### config.mk
export PLATFORM = sky130hd
export DESIGN_NAME = dense_layer_ctrl_flat
export DESIGN_NICKNAME = d
export VERILOG_FILES = /design/src/rtl/dense_layer_ctrl_pkg.sv /design/src/rtl/dense_layer_ctrl_if.sv /design/src/rtl/dense_layer_ctrl_watchdog.sv /design/src/rtl/dense_layer_ctrl.sv /design/src/flat_wrapper.sv
export SDC_FILE = /design/constraint.sdc
export NUM_CORES = 1
export LEC_CHECK = 0
export CAP_MARGIN = 20
export CORE_ASPECT_RATIO = 0.5
export CORE_MARGIN = 2
export CORE_UTILIZATION = 46
export CTS_CLUSTER_SIZE = 8
export DETAILED_ROUTE_END_ITERATION = 7
export GPL_ROUTABILITY_DRIVEN = 0
export PLACE_DENSITY = 0.87
export SETUP_SLACK_MARGIN = 0.4
export SLEW_MARGIN = 20
export SYNTH_ARGS = -nofsm -noshare
export SYNTH_HDL_FRONTEND = slang
export SYNTH_SLANG_ARGS = --single-unit
### constraint.sdc
create_clock -name clk -period 5.8 [get_ports clk]
set_clock_uncertainty 0.1 [all_clocks]
set_input_delay 1.16 -clock clk [delete_from_list [all_inputs] [get_ports clk]]
set_output_delay 1.16 -clock clk [all_outputs]
set_load 0.005 [all_outputs]
### src/rtl/dense_layer_ctrl_pkg.sv
// Shared FSM encoding and width helpers for the dense-layer controller and its neuron datapath.
// Pure declarations: no latency, no backpressure.
package dense_layer_ctrl_pkg;

    typedef enum logic [2:0] {
        ST_IDLE    = 3'd0,
        ST_FETCH   = 3'd1,
        ST_WAIT_RD = 3'd2,
        ST_START   = 3'd3,
        ST_RUN     = 3'd4,
        ST_EMIT    = 3'd5,
        ST_DONE    = 3'd6
    } state_e;

    // Full-precision dot-product result width, shared with the neuron.
    function automatic int res_w(input int width);
        return 2 * width + 1;
    endfunction

    function automatic int addr_w(input int n);
        return (n > 1) ? $clog2(n) : 1;
    endfunction

endpackage

### src/rtl/dense_layer_ctrl_if.sv
// Scheduler, weight-memory and neuron signals of the dense-layer controller.
// Wires only: no latency, no backpressure.
interface dense_layer_ctrl_if
    import dense_layer_ctrl_pkg::*;
#(
    parameter int WIDTH = 8,
    parameter int SIZE  = 2,
    parameter int AW    = 2
);
    localparam int VW = WIDTH * SIZE;
    localparam int RW = res_w(WIDTH);

    logic                 start;
    logic [VW-1:0]        in_vec;
    logic                 busy;
    logic                 layer_done;
    logic                 err;

    logic                 w_rd_en;
    logic [AW-1:0]        w_addr;
    logic [VW-1:0]        w_rdata;

    logic                 n_reset;
    logic                 n_start;
    logic [VW-1:0]        n_weights;
    logic [VW-1:0]        n_inputs;
    logic signed [RW-1:0] n_result;
    logic                 n_valid;
    logic                 n_done;

    logic                 out_valid;
    logic [AW-1:0]        out_idx;
    logic signed [RW-1:0] out_data;

    modport master (
        input  start, in_vec, w_rdata, n_result, n_valid, n_done,
        output busy, layer_done, err, w_rd_en, w_addr, n_reset, n_start,
               n_weights, n_inputs, out_valid, out_idx, out_data
    );

    modport slave (
        output start, in_vec, w_rdata, n_result, n_valid, n_done,
        input  busy, layer_done, err, w_rd_en, w_addr, n_reset, n_start,
               n_weights, n_inputs, out_valid, out_idx, out_data
    );

endinterface

### src/rtl/dense_layer_ctrl_watchdog.sv
// RUN-state watchdog: expire_o rises on the cycle the count would reach TIMEOUT-1.
// Combinational expire from registered count; no backpressure.
module dense_layer_ctrl_watchdog #(
    parameter int TIMEOUT = 64
) (
    input  logic clk,
    input  logic rst,
    input  logic clr_i,
    input  logic en_i,
    output logic expire_o
);
    localparam int CW = $clog2(TIMEOUT) + 1;

    logic [CW-1:0] cnt_q, cnt_d;

    assign expire_o = en_i && (cnt_q == CW'(TIMEOUT - 2));

    always_comb begin
        cnt_d = cnt_q;
        if (clr_i) begin
            cnt_d = '0;
        end else if (en_i && !expire_o) begin
            cnt_d = cnt_q + CW'(1);
        end
    end

    always_ff @(posedge clk or posedge rst) begin
        if (rst) begin
            cnt_q <= '0;
        end else begin
            cnt_q <= cnt_d;
        end
    end

endmodule

### src/rtl/dense_layer_ctrl.sv
// Time-shares one neuron across NUM_NEURONS rows: fetch weights, run, ReLU, emit (idx, value).
// Row latency 4 + neuron RUN cycles; start is dropped while busy, no output backpressure.
module dense_layer_ctrl
    import dense_layer_ctrl_pkg::*;
#(
    parameter int WIDTH       = 8,
    parameter int SIZE        = 2,
    parameter int NUM_NEURONS = 4,
    parameter int AW          = addr_w(NUM_NEURONS),
    parameter int RELU        = 0,
    parameter int TIMEOUT     = 64
) (
    input logic              clk,
    input logic              reset,
    dense_layer_ctrl_if.master bus
);
    localparam int VW = WIDTH * SIZE;
    localparam int RW = res_w(WIDTH);
    localparam logic [AW-1:0] LAST_IDX = AW'(NUM_NEURONS - 1);

    state_e               state_q, state_d;
    logic [AW-1:0]        idx_q, idx_d;
    logic                 err_q, err_d;
    logic [VW-1:0]        vec_q;
    logic [VW-1:0]        wgt_q;
    logic [AW-1:0]        oidx_q;
    logic signed [RW-1:0] odat_q;
    logic signed [RW-1:0] relu_res;

    logic busy, layer_done, w_rd_en, n_reset, n_start, out_valid;
    logic wd_clr, wd_en, wd_exp;

    dense_layer_ctrl_watchdog #(.TIMEOUT(TIMEOUT)) u_wd (
        .clk      (clk),
        .rst      (reset),
        .clr_i    (wd_clr),
        .en_i     (wd_en),
        .expire_o (wd_exp)
    );

    // Sign-bit clamp only; the result width is passed through unchanged.
    assign relu_res = ((RELU != 0) && bus.n_result[RW-1]) ? '0 : bus.n_result;

    always_comb begin
        state_d    = state_q;
        idx_d      = idx_q;
        err_d      = err_q;
        wd_clr     = 1'b0;
        wd_en      = 1'b0;
        busy       = 1'b1;
        layer_done = 1'b0;
        w_rd_en    = 1'b0;
        n_reset    = 1'b0;
        n_start    = 1'b0;
        out_valid  = 1'b0;
        case (state_q)
            ST_IDLE: begin
                busy    = 1'b0;
                n_reset = 1'b1;
                if (bus.start) begin
                    idx_d   = '0;
                    err_d   = 1'b0;
                    state_d = ST_FETCH;
                end
            end
            ST_FETCH: begin
                w_rd_en = 1'b1;
                n_reset = 1'b1;
                state_d = ST_WAIT_RD;
            end
            ST_WAIT_RD: state_d = ST_START;
            ST_START: begin
                n_start = 1'b1;
                wd_clr  = 1'b1;
                state_d = ST_RUN;
            end
            ST_RUN: begin
                wd_en = 1'b1;
                if (bus.n_done) begin
                    if (bus.n_valid) begin
                        state_d = ST_EMIT;
                    end else begin
                        err_d   = 1'b1;
                        state_d = ST_DONE;
                    end
                end else if (wd_exp) begin
                    err_d   = 1'b1;
                    state_d = ST_DONE;
                end
            end
            ST_EMIT: begin
                out_valid = 1'b1;
                if (idx_q == LAST_IDX) begin
                    state_d = ST_DONE;
                end else begin
                    idx_d   = idx_q + AW'(1);
                    state_d = ST_FETCH;
                end
            end
            ST_DONE: begin
                layer_done = 1'b1;
                state_d    = ST_IDLE;
            end
            default: state_d = ST_IDLE;
        endcase
    end

    always_ff @(posedge clk or posedge reset) begin
        if (reset) begin
            state_q <= ST_IDLE;
            idx_q   <= '0;
            err_q   <= 1'b0;
            vec_q   <= '0;
            wgt_q   <= '0;
            oidx_q  <= '0;
            odat_q  <= '0;
        end else begin
            state_q <= state_d;
            idx_q   <= idx_d;
            err_q   <= err_d;
            if (state_q == ST_IDLE && bus.start) begin
                vec_q <= bus.in_vec;
            end
            if (state_q == ST_WAIT_RD) begin
                wgt_q <= bus.w_rdata;
            end
            // Output registers change only on entry to EMIT, so they hold between rows.
            if (state_q == ST_RUN && bus.n_done && bus.n_valid) begin
                oidx_q <= idx_q;
                odat_q <= relu_res;
            end
        end
    end

    assign bus.busy       = busy;
    assign bus.layer_done = layer_done;
    assign bus.err        = err_q;
    assign bus.w_rd_en    = w_rd_en;
    assign bus.w_addr     = idx_q;
    assign bus.n_reset    = n_reset;
    assign bus.n_start    = n_start;
    assign bus.n_weights  = wgt_q;
    assign bus.n_inputs   = vec_q;
    assign bus.out_valid  = out_valid;
    assign bus.out_idx    = oidx_q;
    assign bus.out_data   = odat_q;

endmodule

### src/flat_wrapper.sv
// flat-port wrapper written by rule: the top's interface ports become plain ports
module dense_layer_ctrl_flat import dense_layer_ctrl_pkg::*;
#(
    parameter int WIDTH       = 8,
    parameter int SIZE        = 2,
    parameter int NUM_NEURONS = 4,
    parameter int AW          = addr_w(NUM_NEURONS),
    parameter int RELU        = 0,
    parameter int TIMEOUT     = 64
)
  (clk, reset, bus_start, bus_in_vec, bus_w_rdata, bus_n_result, bus_n_valid, bus_n_done, bus_busy, bus_layer_done, bus_err, bus_w_rd_en, bus_w_addr, bus_n_reset, bus_n_start, bus_n_weights, bus_n_inputs, bus_out_valid, bus_out_idx, bus_out_data);
  dense_layer_ctrl_if #(.WIDTH(WIDTH), .SIZE(SIZE), .AW(AW)) bus_i ();
  input logic clk;
  input logic reset;
  input wire logic [$bits(bus_i.start)-1:0] bus_start;
  input wire logic [$bits(bus_i.in_vec)-1:0] bus_in_vec;
  input wire logic [$bits(bus_i.w_rdata)-1:0] bus_w_rdata;
  input wire logic [$bits(bus_i.n_result)-1:0] bus_n_result;
  input wire logic [$bits(bus_i.n_valid)-1:0] bus_n_valid;
  input wire logic [$bits(bus_i.n_done)-1:0] bus_n_done;
  output wire logic [$bits(bus_i.busy)-1:0] bus_busy;
  output wire logic [$bits(bus_i.layer_done)-1:0] bus_layer_done;
  output wire logic [$bits(bus_i.err)-1:0] bus_err;
  output wire logic [$bits(bus_i.w_rd_en)-1:0] bus_w_rd_en;
  output wire logic [$bits(bus_i.w_addr)-1:0] bus_w_addr;
  output wire logic [$bits(bus_i.n_reset)-1:0] bus_n_reset;
  output wire logic [$bits(bus_i.n_start)-1:0] bus_n_start;
  output wire logic [$bits(bus_i.n_weights)-1:0] bus_n_weights;
  output wire logic [$bits(bus_i.n_inputs)-1:0] bus_n_inputs;
  output wire logic [$bits(bus_i.out_valid)-1:0] bus_out_valid;
  output wire logic [$bits(bus_i.out_idx)-1:0] bus_out_idx;
  output wire logic [$bits(bus_i.out_data)-1:0] bus_out_data;
  assign bus_i.start = bus_start;
  assign bus_i.in_vec = bus_in_vec;
  assign bus_i.w_rdata = bus_w_rdata;
  assign bus_i.n_result = bus_n_result;
  assign bus_i.n_valid = bus_n_valid;
  assign bus_i.n_done = bus_n_done;
  assign bus_busy = bus_i.busy;
  assign bus_layer_done = bus_i.layer_done;
  assign bus_err = bus_i.err;
  assign bus_w_rd_en = bus_i.w_rd_en;
  assign bus_w_addr = bus_i.w_addr;
  assign bus_n_reset = bus_i.n_reset;
  assign bus_n_start = bus_i.n_start;
  assign bus_n_weights = bus_i.n_weights;
  assign bus_n_inputs = bus_i.n_inputs;
  assign bus_out_valid = bus_i.out_valid;
  assign bus_out_idx = bus_i.out_idx;
  assign bus_out_data = bus_i.out_data;
  dense_layer_ctrl #(.WIDTH(WIDTH), .SIZE(SIZE), .NUM_NEURONS(NUM_NEURONS), .AW(AW), .RELU(RELU), .TIMEOUT(TIMEOUT)) u_core (.clk(clk), .reset(reset), .bus(bus_i));
endmodule
# After elaboration in Yosys (flattened, before gate mapping)
# Cells that the tools add are included.
# op_classes
n_eq_ne	12
n_mux	23
addsub	2
reduce_logical	14
# op_table
cell	n
3-bit one-hot mux with 6 select lines	1
7-bit two-way mux	2
3-bit two-way mux	4
1-bit two-way mux	11
3-bit == test, second input constant	3
7-bit by 1-bit adder with 7-bit output, second input constant	1
7-bit by 6-bit == test with 1-bit output, second input constant	1
3-bit by 2-bit == test with 1-bit output, second input constant	2
2-bit two-way mux	3
3-bit inequality test, second input constant	2
2-bit nonzero test	3
1-bit logical AND	5
2-bit inequality test, second input constant	2
2-bit one-hot mux with 2 select lines	1
4-bit AND reduction	1
3-bit by 1-bit == test with 1-bit output, second input constant	1
3-bit zero test	1
3-bit AND reduction	1
2-bit by 1-bit adder with 2-bit output, second input constant	1
2-bit == test, second input constant	1
1-bit one-hot mux with 2 select lines	1
2-bit AND reduction	1
2-bit OR reduction	1
1-bit zero test	1
# totals
input_bits	54
regBits	64

# Depth between registers and ports, before layout
# depth
word_depth	7
depth_mapped	6

# By module
# From an unflattened synthesis, not the netlist that was laid out.
# unflattened
cells_unflattened	194
area_unflattened_um2	2762.6
# by_module_without_submodules
mod	seq_area_each_um2	area_each_um2	cells_each	n_inst
dense_layer_ctrl	1426.4	2328.5	149	1
dense_layer_ctrl_watchdog	175.2	434.2	45	1

# Least setup slack after synthesis
# Ideal clock, no wire load.
# synth_path
path_type	reg-to-output
startpoint	reg u_core.state_q[1]
endpoint	out bus_n_start
required_time_ns	4.540
stages_incl_launch_ff	5
path_buffers	2
arrival_time_ns	1.089
setup_slack_ns	3.451
path_cell_list	dfrtp_1 clkbuf_1 nand3b_1 clkbuf_1 inv_1
# synth_between
elab_chain_cells	2
# synth_lines
item	line_no	rtl
start, declared	dense_layer_ctrl.sv:21	state_e state_q, state_d;
start signal, assigned	dense_layer_ctrl.sv:118	state_q <= state_d;
3-bit by 2-bit == test with 1-bit output	dense_layer_ctrl.sv:56	case (state_q)
1-bit two-way mux	dense_layer_ctrl.sv:56	
end, declared	flat_wrapper.sv:27	output wire logic [$bits(bus_i.n_start)-1:0] bus_n_start;
# Every way passes these cells.

# Worst setup path after layout
# layout_path
startpoint	reg u_core.state_q[0]
endpoint	out bus_n_start
# Same word-level chain as after synthesis.

==> impl_results.md <==
- Crit. Startpoint: u_core.state_q[0]
- Post-synthesis cell type count: 36
- DRT antenna net count: 0
- Post-CTS setup buffer count: 0
- Max transition margin: 45.55%
- CP Launch Type: flip-flop
- R2r startpoint: u_core.state_q[2]
- Area of the core: 6006 um^2
- RR Endpoint: u_core.bus.out_data[11]
- Antenna violations before repair: 0
- Die area: approximately 7000 um^2
- Port buffer count: between 100 and 150
- Count leader, synth: dfrtp_1
- Routed WL per cell: 16.17 um
- Mapped cell area: between 2000 and 3000 um^2
- TritonRoute pass-1 iters: 4
- Placed wire-length estimate: approximately 4500 um
- Flop-to-flop setup slack: about 3.8 ns
- Synth warn: 0
- Final period util: between 50% and 60%
- Post_cts resized: 0
- CTS max path bufs: 2
- Hold wc startpoint: u_core.bus.out_data[12]
- Chip Width: about 110 um
- Number of clock sinks: between 60 and 70
- IO Pins: roughly 110
- Initial DRC count: between 50 and 60
- CP Max Fanout: 14
- Reg clk slew, reported paths: approximately 0.050 ns
- Fill cell count: 410
- Ys flop type: dfrtp_1
- Fin. max-slew vios: 0
- Status: completed
- Final hold vios: 0
- Post-Syn Instances: 198
- Leading post-synthesis cells by cell area: dfrtp_1, mux2_2, mux2_4
- Synth area leader: dfrtp_1
- # setup viols final: 0
- Largest net degree at the start of global routing: 65
- Async set-or-reset flop fraction in the synthesized netlist: between 90% and 100%
- GRT Overall Usage: slightly below 20%
- Static leakage: between 1.5 and 2 nW
- CP peak stage delay: about 0.65 ns
- Synth top area share: ~57%
- Ant. Diodes: 0
- FMAX: between 0.3 and 0.4 GHz
- Synth Register Bits: 64
- Sequential area share after synthesis: between 50% and 60%
- Syn nets: around 260
- Skew-Pair Late Insertion Delay: between 0.3 and 0.4 ns
- Setup_tns: 0 ns
- PD cells: 503.9 nW/um^2
- Crit Path Class: reg -> out
- Slowest CP cell: dfrtp_1
- Via count: just over 2000
- Worst setup endpoint: bus_n_start
- Cts hold-fix bufs: 0
- Post-synth EDFFs: 0
- Pre-CTS WS: 2.817 ns
- Least-Margin Pin Slew: about 0.82 ns
- Cells on worst reg2reg path: 3
- Final wirelength: approximately 6400 um
- HP Class: reg -> reg
- DR DRC count: 0
- RSZ-0062 raised after global routing: false
- CTS tree: yes
- Initial Util: approximately 47%
- Peak supply drop: about 0.27 mV
- Crit path capture type: primary output
- MaxCap Viol Count: 0
- Die H: between 50 and 60 um
- Global-route wire length before repair: roughly 9900 um
- Setup WS post-layout: between 2 and 2.5 ns
- Vias in the first global route: between 2000 and 2500
- Post-synthesis average cell area: 14.28 um^2
- Share of cells above drive strength 1: between 20% and 30%
- TritonCTS Buffers: 9
- Final nets: about 370
- Drt via density: between 5 and 6
- CTS H-tree depth: 3
- Final global-route overflow total: 0
- Num rows: 20
- Required time of the critical path: 4.54 ns
- Clock Root Buffer: clkbuf_16
- CP cell instances: nand3b_1 -> inv_1 -> clkdlybuf4s50_1
- WP data arrival: roughly 2.1 ns
- Top cells by count, synth: dfrtp_1, mux2_2, mux2_4, nand2_1, inv_1
- Fin crit period: approximately 3.3 ns
- Area delta synth->final: 50.11%
-- stage by stage --
stage	utilization [%]	hold WS, ns	cell area (um^2)	std cells	power [W]
floorplan	-	0.4029	2826	198	0.001182
global placement	66.40	0.3891	3988	380	0.001648
detailed placement	66.40	0.3912	3988	380	0.001684
CTS	70.65	0.4086	4243	395	0.002163
global route	70.65	0.4204	4243	395	0.002264
finish	70.65	0.4057	4243	395	0.002138
-- cell usage in the layout, fill, tap and decap left out, drive strengths merged, types with 3 or more instances in the layout --
master,instances
clkdlybuf4s50,113
dfrtp,64
mux2,51
clkbuf,11
nand2,10
inv,8
mux2i,7
a211oi,6
nand3b,4
nand2b,4
o21ai,3
nand3,3
ha,3
clkinv,3
and3,3
-- cell families after synthesis --
family	count (synthesis)	synth area share [%]
buf+inv	18	4.161
compound gates	16	4.383
fa+ha+maj	3	1.328
mux	58	24.13
simple gates	39	9.341
flops	64	56.66
-- layout make-up --
class / count / area (um^2) / area share (%)
Multi-Input combinational cell: 116 / 1114 / 26.25
Inverter: 8 / 30.03 / 0.7078
Clock inverter: 4 / 22.52 / 0.5308
Clock buffer: 11 / 232.7 / 5.485
Tap cell: 77 / 96.34 / 2.271
Sequential cell: 64 / 1602 / 37.75
Timing Repair Buffer: 115 / 1146 / 27.01
-- registers in the layout, summed over array words and instances (netlist names) --
name and cells:
u_core.bus.n_inputs 16, u_core.bus.out_idx 2, u_core.bus.out_data 17, u_core.u_wd.cnt_q 7, u_core.state_q 3, u_core.bus.n_weights 16
u_core.bus.w_addr 2, u_core.bus.err 1
-- per-layer routing --
metal  routed length (um)  track usage (%)
met5                    0                0
met4                   47            7.229
met3                  308            6.033
met2                 3514            34.79
met1                 2516            22.33
-- report_power, final --
part	leakage (nW)	switching (W)	internal (W)
clock	0.125	0.000179	0.000284
sequential	0.796	0.000150	0.000648
combinational	0.890	0.000271	0.000605
total	1.81	0.000601	0.00154
-- worst max-delay path, delay by kind of cell (launching register included) --
kind | cells | cell delay, ns
buffers and inverters | 2 | 0.66
DFF | 1 | 0.65
and+or+nand+nor | 1 | 0.42
-- worst min-delay path by stage --
stage                              endpoint  cells past startpoint
global route         u_core.bus.n_inputs[7]                      1
CTS                  u_core.bus.out_data[0]                      1
floorplan              u_core.u_wd.cnt_q[3]                      1
finish              u_core.bus.out_data[12]                      1
detailed placement   u_core.bus.out_data[0]                      1
global placement    u_core.bus.n_weights[2]                      1
Note: power is estimated with default switching activity, not from simulation.
